[src/rtl/icb_buffer_slice.sv]
`default_nettype none
// ============================================================================
// Module      : icb_buffer_slice
// Description : ICB pipeline stage. The command channel passes through a
//               2-entry skid buffer and the response channel through a
//               RSP_DEPTH FIFO. In-flight transactions are capped, and
//               responses that arrive with nothing outstanding are flagged.
// Revision    : 1.0 - initial release
// ============================================================================
module icb_buffer_slice #(
    parameter int ADDR_W          = 32,
    parameter int DATA_W          = 64,
    parameter int MAX_OUTSTANDING = 4,
    parameter int RSP_DEPTH       = 4,
    localparam int MASK_W         = DATA_W / 8,
    localparam int OUT_W          = $clog2(MAX_OUTSTANDING + 1)
) (
    input  logic              clk,
    input  logic              rst_n,
    input  logic              s_icb_cmd_valid,
    output logic              s_icb_cmd_ready,
    input  logic [ADDR_W-1:0] s_icb_cmd_addr,
    input  logic              s_icb_cmd_read,
    input  logic [DATA_W-1:0] s_icb_cmd_wdata,
    input  logic [MASK_W-1:0] s_icb_cmd_wmask,
    output logic              s_icb_rsp_valid,
    input  logic              s_icb_rsp_ready,
    output logic [DATA_W-1:0] s_icb_rsp_rdata,
    output logic              s_icb_rsp_err,
    output logic              m_icb_cmd_valid,
    input  logic              m_icb_cmd_ready,
    output logic [ADDR_W-1:0] m_icb_cmd_addr,
    output logic              m_icb_cmd_read,
    output logic [DATA_W-1:0] m_icb_cmd_wdata,
    output logic [MASK_W-1:0] m_icb_cmd_wmask,
    input  logic              m_icb_rsp_valid,
    output logic              m_icb_rsp_ready,
    input  logic [DATA_W-1:0] m_icb_rsp_rdata,
    input  logic              m_icb_rsp_err,
    output logic [OUT_W-1:0]  outstanding,
    output logic              proto_err
);

    localparam int CMD_W = ADDR_W + 1 + DATA_W + MASK_W;
    localparam int PTR_W = (RSP_DEPTH > 1) ? $clog2(RSP_DEPTH) : 1;
    localparam int CNT_W = $clog2(RSP_DEPTH + 1);
    localparam logic [OUT_W-1:0] MAX_OUT  = OUT_W'(MAX_OUTSTANDING);
    localparam logic [CNT_W-1:0] RSP_FULL = CNT_W'(RSP_DEPTH);
    localparam logic [PTR_W-1:0] PTR_LAST = PTR_W'(RSP_DEPTH - 1);

    // Command skid buffer: slot0 is always the head and feeds the m_ outputs.
    logic [CMD_W-1:0] r_slot0;
    logic [CMD_W-1:0] r_slot1;
    logic [1:0]       r_cmd_cnt;
    logic             r_cmd_ready;
    logic [1:0]       w_cmd_cnt_nxt;
    logic             w_cmd_push;
    logic             w_cmd_pop;
    logic             w_cmd_wr_hi;

    // Response FIFO storage, each entry is {err, rdata}.
    logic [DATA_W:0]  r_rsp_mem [RSP_DEPTH];
    logic [PTR_W-1:0] r_wr_ptr;
    logic [PTR_W-1:0] r_rd_ptr;
    logic [CNT_W-1:0] r_rsp_cnt;
    logic             r_rsp_go;
    logic             w_rsp_full;
    logic             w_rsp_hs;
    logic             w_stray;
    logic             w_rsp_push;
    logic             w_rsp_pop;

    logic [OUT_W-1:0] r_outstanding;
    logic             r_proto_err;
    logic             w_out_inc;
    logic             w_out_dec;

    // ---------------------------------------------------------------- command
    assign s_icb_cmd_ready = r_cmd_ready;
    // Outstanding only rises on a handshake, so a raised valid cannot drop.
    assign m_icb_cmd_valid = (r_cmd_cnt != 2'd0) && (r_outstanding < MAX_OUT);
    assign {m_icb_cmd_addr, m_icb_cmd_read, m_icb_cmd_wdata, m_icb_cmd_wmask} = r_slot0;

    assign w_cmd_push    = s_icb_cmd_valid && r_cmd_ready;
    assign w_cmd_pop     = m_icb_cmd_valid && m_icb_cmd_ready;
    // A new entry lands behind the head only when the head stays put.
    assign w_cmd_wr_hi   = (r_cmd_cnt == 2'd1) && !w_cmd_pop;
    assign w_cmd_cnt_nxt = r_cmd_cnt + {1'b0, w_cmd_push} - {1'b0, w_cmd_pop};

    // Skid buffer shift/fill and registered "not full" ready.
    always_ff @(posedge clk) begin
        if (!rst_n) begin
            r_slot0     <= '0;
            r_slot1     <= '0;
            r_cmd_cnt   <= 2'd0;
            r_cmd_ready <= 1'b0;
        end else begin
            r_cmd_cnt   <= w_cmd_cnt_nxt;
            r_cmd_ready <= (w_cmd_cnt_nxt != 2'd2);
            if (w_cmd_pop) begin
                r_slot0 <= r_slot1;
            end
            if (w_cmd_push) begin
                if (w_cmd_wr_hi) begin
                    r_slot1 <= {s_icb_cmd_addr, s_icb_cmd_read, s_icb_cmd_wdata, s_icb_cmd_wmask};
                end else begin
                    r_slot0 <= {s_icb_cmd_addr, s_icb_cmd_read, s_icb_cmd_wdata, s_icb_cmd_wmask};
                end
            end
        end
    end

    // --------------------------------------------------------------- response
    assign w_rsp_full      = (r_rsp_cnt == RSP_FULL);
    assign s_icb_rsp_valid = (r_rsp_cnt != '0);
    assign {s_icb_rsp_err, s_icb_rsp_rdata} = r_rsp_mem[r_rd_ptr];

    assign w_rsp_pop       = s_icb_rsp_valid && s_icb_rsp_ready;
    // A pop on the s_ side frees a slot for a push in the same cycle.
    assign m_icb_rsp_ready = r_rsp_go && (!w_rsp_full || w_rsp_pop);
    assign w_rsp_hs        = m_icb_rsp_valid && m_icb_rsp_ready;
    assign w_stray         = w_rsp_hs && (r_outstanding == '0) && !w_cmd_pop;
    assign w_rsp_push      = w_rsp_hs && !w_stray;

    // Response FIFO pointers, occupancy and storage.
    always_ff @(posedge clk) begin
        if (!rst_n) begin
            r_wr_ptr  <= '0;
            r_rd_ptr  <= '0;
            r_rsp_cnt <= '0;
            for (int i = 0; i < RSP_DEPTH; i++) begin
                r_rsp_mem[i] <= '0;
            end
        end else begin
            if (w_rsp_push) begin
                r_rsp_mem[r_wr_ptr] <= {m_icb_rsp_err, m_icb_rsp_rdata};
                r_wr_ptr <= (r_wr_ptr == PTR_LAST) ? '0 : r_wr_ptr + 1'b1;
            end
            if (w_rsp_pop) begin
                r_rd_ptr <= (r_rd_ptr == PTR_LAST) ? '0 : r_rd_ptr + 1'b1;
            end
            r_rsp_cnt <= r_rsp_cnt + CNT_W'(w_rsp_push) - CNT_W'(w_rsp_pop);
        end
    end

    // ------------------------------------------------------------ bookkeeping
    assign w_out_inc   = w_cmd_pop;
    assign w_out_dec   = w_rsp_pop && (r_outstanding != '0);
    assign outstanding = r_outstanding;
    assign proto_err   = r_proto_err;

    // In-flight counter, sticky stray-response flag and post-reset enable.
    always_ff @(posedge clk) begin
        if (!rst_n) begin
            r_outstanding <= '0;
            r_proto_err   <= 1'b0;
            r_rsp_go      <= 1'b0;
        end else begin
            r_rsp_go <= 1'b1;
            if (w_out_inc && !w_out_dec) begin
                r_outstanding <= r_outstanding + 1'b1;
            end else if (!w_out_inc && w_out_dec) begin
                r_outstanding <= r_outstanding - 1'b1;
            end
            if (w_stray) begin
                r_proto_err <= 1'b1;
            end
        end
    end

endmodule
`default_nettype wire

[config.mk]
export PLATFORM = sky130hd
export DESIGN_NAME = icb_buffer_slice
export DESIGN_NICKNAME = d
export VERILOG_FILES = /design/src/rtl/icb_buffer_slice.sv
export SDC_FILE = /design/constraint.sdc
export NUM_CORES = 1
export LEC_CHECK = 0
export ABC_AREA = 1
export BUFFER_PORTS_ARGS = -buffer_cell sky130_fd_sc_hd__buf_4
export CELL_PAD_IN_SITES_DETAIL_PLACEMENT = 0
export CELL_PAD_IN_SITES_GLOBAL_PLACEMENT = 2
export CORE_MARGIN = 2
export CORE_UTILIZATION = 30
export CTS_CLUSTER_SIZE = 40
export DETAILED_ROUTE_END_ITERATION = 8
export GPL_ROUTABILITY_DRIVEN = 0
export PLACE_DENSITY = 0.85
export SLEW_MARGIN = 20
export SYNTH_ARGS = -nofsm -noshare
export SYNTH_HDL_FRONTEND = slang
export SYNTH_SLANG_ARGS = --single-unit
[constraint.sdc]
create_clock -name clk -period 4.2 [get_ports clk]
set_input_delay 0.42 -clock clk [delete_from_list [all_inputs] [get_ports clk]]
set_output_delay 0.42 -clock clk [all_outputs]
set_load 0.02 [all_outputs]
---- After elaboration in Yosys (flattened, before gate mapping) ----
Memories as Yosys holds them, arrays and structs flattened. A register that Yosys moved wholly into a read port is not among the register bits.
Index checks and enable logic that the tools add are counted.
storage, ports and cells
  memory bits (writable) .................. 260
  register bits ........................... 225
  bits of input ports ..................... 176
  output and inout bits ................... 178
  memories ................................ 1
  logic and storage cells ................. 67
memory list
  name       depth  width  read ports  clocked after Yosys merged registers in  wr ports  RTL line  text
  r_rsp_mem  4      65     1           1                                        4         62        logic [DATA_W:0] r_rsp_mem [RSP_DEPTH];
operators by class
  multiplexer cells ....................... 17
  reductions and logical operators ........ 25
  equality and inequality tests ........... 5
  magnitude comparators ................... 1
  add/subtract/negate cells ............... 8
operators with widths
  kind                                                                 number
  105-bit 2-to-1 mux                                                   3
  65-bit 2-to-1 mux                                                    1
  65-bit OR reduction                                                  1
  1-bit logical AND                                                    13
  2-bit 2-to-1 mux                                                     5
  1-bit 2-to-1 mux                                                     6
  3-bit 2-to-1 mux                                                     2
  3-bit nonzero test                                                   2
  2-bit by 1-bit adder with 2-bit output (second input constant)       2
  2-bit == test (second input constant)                                2
  1-bit logical NOT                                                    4
  2-bit nonzero test                                                   2
  3-bit by 1-bit adder with 3-bit output                               1
  3-bit by 1-bit adder with 3-bit output (second input constant)       1
  3-bit == test (second input constant)                                1
  3-bit logical NOT                                                    1
  3-bit less-than comparator (second input constant)                   1
  3-bit by 1-bit subtractor with 3-bit output                          1
  3-bit by 1-bit subtractor with 3-bit output (second input constant)  1
  2-bit by 1-bit adder with 2-bit output                               1
  2-bit by 1-bit == test with 1-bit output (second input constant)     1
  2-bit != test (second input constant)                                1
  2-bit AND reduction                                                  1
  2-bit by 1-bit subtractor with 2-bit output                          1
  1-bit logical OR                                                     1

---- Depth between registers and ports, before layout ----
Gate-level depths: netlist of the first run.
  depth in word-level cells ............... 14
  gate-level depth with buffers ........... 13
  gate-level depth less buffers ........... 12

---- Worst setup path before layout of the first run ----
No wires, ideal clock.
  kind .................................... register to register
  start point ............................. register r_outstanding[2], in the netlist outstanding[2]
  end point ............................... memory r_rsp_mem[3][0] (netlist bit), enable pin
  path slack .............................. -0.166 ns
  required time ........................... 3.712 ns
  data arrival time ....................... 3.878 ns
  cell stages (with the launch flop) ...... 8
  setup time .............................. 0.488 ns
  path buffers ............................ 1
  period minus slack after synthesis ...... 4.366 ns
  cells stage by stage .................... dfxtp_1 inv_1 nand3_4 nand2_1 nand3_1 buf_2 nor2_1 nor2_1
RTL lines
  what                      RTL line  text
  start: declaration        73        logic [OUT_W-1:0] r_outstanding;
  start signal: assignment  161       r_outstanding <= r_outstanding + 1'b1;
  start signal: assignment  163       r_outstanding <= r_outstanding - 1'b1;
  end: declaration          62

==> results by stage, run 1 <==
Run status:
- The flow ran to the end, and the final reports show no timing, DRC or antenna violations.

Timing:
- Headroom to the max-slew limit came out at 29.96%.
- The final setup violation count is 0.
- The number of hold violations in the final report is 0.
- Timing would allow up to 288.2 MHz.
- At the pin with the least slew margin, the transition time is 1051 ps.
- The clock tree skew after final layout is 25.37 ps.
- Setup repair after global routing left no endpoint under its margin.
- The post-route clock period utilization is 82.62%.
- Summed over all failing endpoints, the final setup total negative slack is 0 ps.
- The worst-case setup margin in the final layout is 729.8 ps.
- After layout, the minimum clock period comes to 3470 ps.
- The final max-slew violation count is 0.

Clock tree:
- The number of buffers added for setup after CTS is 0.
- CTS placed an instance of sky130_fd_sc_hd__clkbuf_16 at the clock tree root.
- The clock latency reported for the late side of the worst-skew pair is 610 ps.
- The post-cts sizing count is 0.
- The clock slew at the register clock pins of the worst setup and hold paths is 60 ps.
- The number of H-tree levels is 2.
- The total CTS buffers is 56.
- TritonCTS built the clock tree.
- The sink count of the clock tree is 487.
- The number of buffers between clock root and the deepest sink is 3.
- The number of buffers inserted for hold repair after clock tree synthesis is 0.

Die:
- Measured along the y axis, the die boundary spans 264.8 µm.
- The I/O pin count is 354.
- The die extent in x is 264.8 µm.
- Once the floorplan was initialized, standard cells occupied 30.33% of the core.
- After floorplanning, the core was divided into 95 placement rows.
- The core region is 67280 µm².
- The floorplan step defined a die boundary enclosing 70110 µm².

Pwr:
- The power density over cell area is 641.1 nW/µm².
- The total leakage power is 10.75 nW.
- The worst-case vdd ir drop is 0.0005596 V.

GRT:
- The pin count of the biggest net entering global routing is 107.
- The total overflow left after global routing is 0.
- The overall routing resource usage is 18.14%.
- The via count of the first global-routing pass is 17280.
- The first-pass GRT wire length is 99.75 mm.
- The number of antenna violations at the first check in global routing is 7.

Drt:
- The routed layout has 17080 vias.
- The iteration-0 DRC count of the detailed router is 1313.
- The count of antenna-violating nets left after detailed routing is 0.
- In the routed design, unresolved DRC markers number 0.
- The total iterations of the first detailed-routing run is 5.
- After detailed routing, the average wire length per cell comes to 18.25 µm.
- The final layout contains routed wiring with a total length of 64.72 mm.
- The via density per instance is 4.816.

Cells and area:
- The proportion of layout cells with a drive suffix above 1 is 18.52%.
- Cells fill 38.07% of the core in the end.
- The post-route non-filler standard cell count is 3547.
- Relative to the synthesized area, the layout overhead comes to 25.53%.
- The number of nets in the final layout is 2812.

Setup path:
- By startpoint and endpoint, the worst setup path is classified as reg -> out.
- The worst setup path is launched from a flop.
- The data arrival time at the worst-slack endpoint is 3050 ps.
- STA classifies the critical path endpoint as an output pin.
- The maximum fanout along the worst path is 60.
- The required time at the worst-slack endpoint is 3780 ps.

Yosys:
- The count of mapped cells out of synthesis is 2355.
- Yosys attributes the largest share of cell area to sky130_fd_sc_hd__edfxtp_1, sky130_fd_sc_hd__dfxtp_1, sky130_fd_sc_hd__nor2_1.
- The cell taking the most area after synthesis is sky130_fd_sc_hd__edfxtp_1.
- Summing the sequential cell areas from Yosys gives 60.54% of the chip area.
- Of the total synthesized cell area, the portion taken by AND, OR, NAND and NOR gates is 22.48%.
- Summing the areas of all compound-gate instances in the mapped netlist gives 10.63% of the synthesized area.
- The area of the mapped netlist is 20400 µm².
- Each instance of the synthesized netlist takes up on average 8.664 µm².
- The dominant combinational cell family by area after synthesis is simple AND/OR/NAND/NOR gates.
- The adder-cell area share of the yosys netlist is 0.6255%.
- The synthesized-area fraction occupied by xor and xnor cells is 0.2146%.
- The synthesis-stage register bit count is 487.
- The number of different library cells in the post-synthesis netlist is 26.
- The proportion of netlist area held by the largest area contributor is 38.27%.
- The yosys synthesis warning count is 0.
- The net count of the mapped netlist is 2540.
- The post-synthesis mux area share is 0%.

Place:
- The placed instance count is 3442.
- Input and output buffers added on the ports amount to 353.
- Detailed placement finished with a half-perimeter wire length of 36.66 mm.
- At the placement stage, the worst setup path has a slack of 1307 ps.

Job:
- Across the run, the number of max-cap violations was 0.

Hold path:
- The path class of the lowest-slack min-delay path is in -> reg.
==> final timing paths <==
check	from	end	slack, ps	cells after the start
max	flop	s_icb_rsp_rdata[20]	730	6
min	s_icb_cmd_wdata[59]	r_slot0[67]	70	3
max reg2reg	outstanding[2]	s_icb_cmd_ready	1710	11
min reg2reg	r_slot1[38]	r_slot1[38]	460	2
==> Yosys cell counts (all sizes together) <==
master,count
xnor2,1
nor3,1
nand4,3
o211a,1
fa,2
ha,7
nor2,616
or2,1
o21ai,238
xor2,4
edfxtp,260
o22ai,65
buf,58
nand2,445
dfxtp,227
nand3,109
inv,91
a21oi,112
clkbuf,114
==> cells in the final DEF, fill, tap and decap left out, drive strengths merged <==
cell type,count
buf,386
edfxtp,260
bufinv,5
nand3,109
nor3,1
xor2,4
nand4,3
clkbuf,79
o211a,1
clkinv,19
fa,2
inv,89
o22ai,65
clkinvlp,3
o21ai,238
xnor2,1
nor2,616
nand2,445
a21oi,112
diode,1
ha,7
or2,1
dfxtp,227
==> worst max-delay path, stage by stage, from the launching register on <==
cell and delay [ps]:
sky130_fd_sc_hd__dfxtp_4 440, sky130_fd_sc_hd__clkinv_2 320, sky130_fd_sc_hd__buf_4 590, sky130_fd_sc_hd__buf_4 510, sky130_fd_sc_hd__o21ai_0 140, sky130_fd_sc_hd__o22ai_1 190
sky130_fd_sc_hd__buf_4 190
==> layout make-up <==
class | instances | area (µm²)
Timing Repair Buffer | 386 | 2989
Clock buffer | 79 | 1588
Inverter | 91 | 346.6
Tap cell | 873 | 1092
Antenna cell | 1 | 2.502
Multi-Input combinational cell | 1605 | 6965
Fill cell | 6870 | 41660
Clock inverter | 25 | 272.8
Sequential cell | 487 | 12360
==> report_power, final <==
part	internal (W)	switching, W
Sequential	0.00567	0.000375
Clock	0.00293	0.00200
Combinational	0.00183	0.00361
Total	0.0104	0.00599
==> registers in the layout (all words and copies together) (netlist names), named ones only <==
name             cells
r_wr_ptr             2
proto_err            1
r_slot1            105
r_slot0            105
r_cmd_cnt            2
r_rsp_cnt            3
r_rd_ptr             2
r_rsp_mem          260
outstanding          3
r_rsp_go             1
s_icb_cmd_ready      1
==> per-layer routing <==
layer  wire [µm]  share of wire (%)  vias up  GRT usage [%]
met5         101               0.16        -              0
met4        1272                2.0       14          4.749
met3        5209                8.0      110          5.258
met2       31020                 48      508          30.91
met1       27120                 42     8161          22.46
li1            -                  -     8291              -
==> cells by family (layout without fill, tap and decap cells) <==
family	after synthesis	in the layout
AND/OR/NAND/NOR	1175	1175
flip-flops	487	487
AO/OA/AOI/OAI	416	416
buffers and inverters	263	581
adder cells (fa/ha/maj)	9	9
XOR/XNOR	5	5
other	0	1
==> through the flow <==
stage,power [W],hold WS (ps),area (µm²)
after detailed placement,0.01165,452.0,23750
after floorplan,0.009349,439.7,20410
after global routing,0.01739,49.40,25610
after CTS,0.01666,25.48,25610
final,0.01642,74.20,25610
after global placement,0.01158,447.6,23750
No activity file was read; power rests on OpenSTA's default activity.
==> run 2: changes to the inputs <==
clock period = 3.05 ns   (was 4.2 ns; I/O delays follow)
==> results by stage, run 2 (synthesis gave the netlist of run 1 again) <==
Cells and area:
- The proportion of layout cells with a drive suffix above 1 is 17.76%.
- The largest registers in the layout are r_rsp_mem x260, r_slot0 x105, r_slot1 x105.
- The area added between synthesis and finish is 31.15%.
- The register with the most flip-flops in the layout has 260 of them.
- The number of nets in the final layout is 2914.
- Leaving out fill and tap cells, the most frequent cells in the layout are sky130_fd_sc_hd__nor2_1, sky130_fd_sc_hd__nand2_1, sky130_fd_sc_hd__buf_4, sky130_fd_sc_hd__edfxtp_1, sky130_fd_sc_hd__o21ai_0.
- The fill cell total of the finished layout is 6738.
- The top register by number of flip-flops is r_rsp_mem.
- Cells fill 39.78% of the core in the end.
- The most common cell after layout, fill and taps aside is sky130_fd_sc_hd__nor2_1.

Timing:
- The clock tree skew after final layout is 19.01 ps.
- The worst pin sits at a relative slew slack of 35.62%.
- The final max-slew violation count was 0.
- The number of hold violations in the final report is 0.
- After routing, the total negative slack on setup checks comes to 0 ps.
- The post-route clock period utilization is 92.88%.
- Counting I/O delays and the setup requirement, the final critical path takes 2833 ps.
- Setup repair after global routing left no endpoint under its margin.
- For the pin with the worst max-slew slack, the measured transition is 965.7 ps.
- The final setup violation count is 0.
- Across all hold checks on the routed design, the worst slack comes to 57.57 ps.
- The fmax is 353.0 MHz.

Setup path:
- The kind of capture point of the worst setup path is an output pin.
- The critical path goes through clkinv_2 > buf_12 > o21ai_0 > o22ai_1 > buf_4.
- The buffering stage count on the worst path with inverters included is 3.
- The required time at the worst-slack endpoint is 2740 ps.
- The family with the most delay on the worst path is buffers and inverters.
- The data arrival time at the worst-slack endpoint is 2530 ps.
- The cell with the largest stage delay on the worst path is sky130_fd_sc_hd__dfxtp_4.
- The maximum fanout along the worst path is 130.
- The worst setup path is launched from a flop.
- The worst stage delay on the critical path is 460 ps.
- The category of the critical setup timing path is reg -> out.

Drt:
- For this block, the initial DRC count from the detailed router was 1270.
- The final routed DRC violation total is 0.
- The routed length on met1 is 27.28 mm.
- Dividing the detail-routed wire length by the instance count gives 17.71 µm.
- For this block, the via count after detailed routing is 17490.
- The via density per instance is 4.794.
- Signal routing reaches up to met5.
- The total iterations of the first detailed-routing run is 5.
- The final layout contains routed wiring with a total length of 64.59 mm.
- The count of antenna-violating nets left after detailed routing is 0.
- Summed over all nets, wire length on met2 after detailed routing comes to 30.75 mm.
- Wire segments on met3 add up to 5.027 mm in the final route.

GRT:
- Entering global routing, the biggest net connects 131 pins.
- The overall routing resource usage is 17.87%.
- The number of antenna violations at the first check in global routing was 8.
- The first global-routing pass estimated 99.07 mm of wire.
- The via count of the first global-routing pass came to 17260.
- After global routing the overflow that remains totals 0.

Job:
- The max-cap violation count is 0.

Clock tree:
- The H-tree generated during clock tree synthesis spans 2 levels.
- The master cell of the clock root buffer is sky130_fd_sc_hd__clkbuf_16.
- Clock-pin slew was measured on the worst setup and hold paths at 60 ps.
- The CTS tree is built.
- The longest clock path from root to sink contains 3 buffers.
- Post-CTS timing repair inserted 0 buffers for setup.
- Clock latency on the worst-skew pair, taken at its later pin, is 600 ps.
- The total CTS buffers is 56.
- The sink count of the clock tree is 487.

Die:
- The initial utilization of the core area, before any placement, comes to 30.33%.
- After floorplanning, the core was divided into 95 placement rows.
- From bottom edge to top edge, the die measures 264.8 µm.
- The die covers 70110 µm².
- In this run the horizontal extent of the chip is 264.8 µm.
- The I/O pin count is 354.
- The region available for standard cell placement spans 67280 µm².

Place:
- The half-perimeter wire length after placement is 35.80 mm.
- The count of input and output buffers is 353.

Hold path:
- The path class of the tightest hold or removal check is in -> reg.

Pwr:
- In this run the static leakage power is 11.23 nW.
- VDD sags by at most 0.0005049 V.
- The power density over cell area is 857.3 nW/µm².

Run status:
- The flow ran to the end, and the final reports show no timing, DRC or antenna violations.
-- run 2: cell types whose count changed in the layout (fill, tap and decap cells not counted), moves of 3 or more --
cell                            change
sky130_fd_sc_hd__diode_2            +3
sky130_fd_sc_hd__buf_4              -8
sky130_fd_sc_hd__buf_12             +5
sky130_fd_sc_hd__dlygate4sd3_1    +105
sky130_fd_sc_hd__clkbuf_1           -5
-- run 2: power by group --
part / total [W] / internal (W) / switching [W]
registers: 0.00830 / 0.00781 / 0.000486
clock network: 0.00692 / 0.00422 / 0.00271
logic: 0.00772 / 0.00264 / 0.00508
-- run 2: per-layer routing --
layer	GRT usage, %	up-vias
met5	0	-
met4	4.932	8
met3	4.905	104
met2	29.86	522
met1	22.71	8349
li1	-	8506
-- run 2: repair_timing --
action / 4_1_cts / 5_1_grt
resized for setup: 0 / 0
hold buffers: 105 / 0
hold endpoints to repair: 210 / 0
-- run 2: area by class of cell --
class                      count  area, µm²  area share (%)
antenna                        4      10.01         0.03741
clock buffer                  77       1633           6.102
clock inverter                23      266.5          0.9959
inverter                      91      347.8           1.300
multi-input combinational   1605       6973           26.06
sequential                   487      12360           46.18
tap                          873       1092           4.082
timing repair buffer         488       4080           15.25
-- run 2: worst paths after layout --
kind	startpoint	end	slack (ps)	cells past startpoint
worst max-delay path	flop	s_icb_rsp_rdata[61]	220	5
worst min-delay path	m_icb_rsp_rdata[29]	r_rsp_mem[0][29]	60	3
worst max register to register	outstanding[2]	r_cmd_cnt[1]	680	10
worst min register to register	r_slot1[17]	r_slot1[17]	460	2
-- run 2: through the flow --
step / power (W) / setup slack, ps / std cells / area (µm²)
global placement: 0.01605 / 694.7 / 3439 / 23800
floorplan: 0.01287 / 476.2 / 2355 / 20420
detailed placement: 0.01613 / 679.3 / 3439 / 23800
finish: 0.02294 / 217.2 / 3648 / 26760
global route: 0.02420 / 98.57 / 3648 / 26760
CTS: 0.02324 / 176.5 / 3644 / 26750
-- run 2: worst min-delay path: cells and delay by family --
| kind | cells | cell delay (ps) |
|---|---|---|
| simple gates | 1 | 100 |
| buf+inv | 2 | 140 |
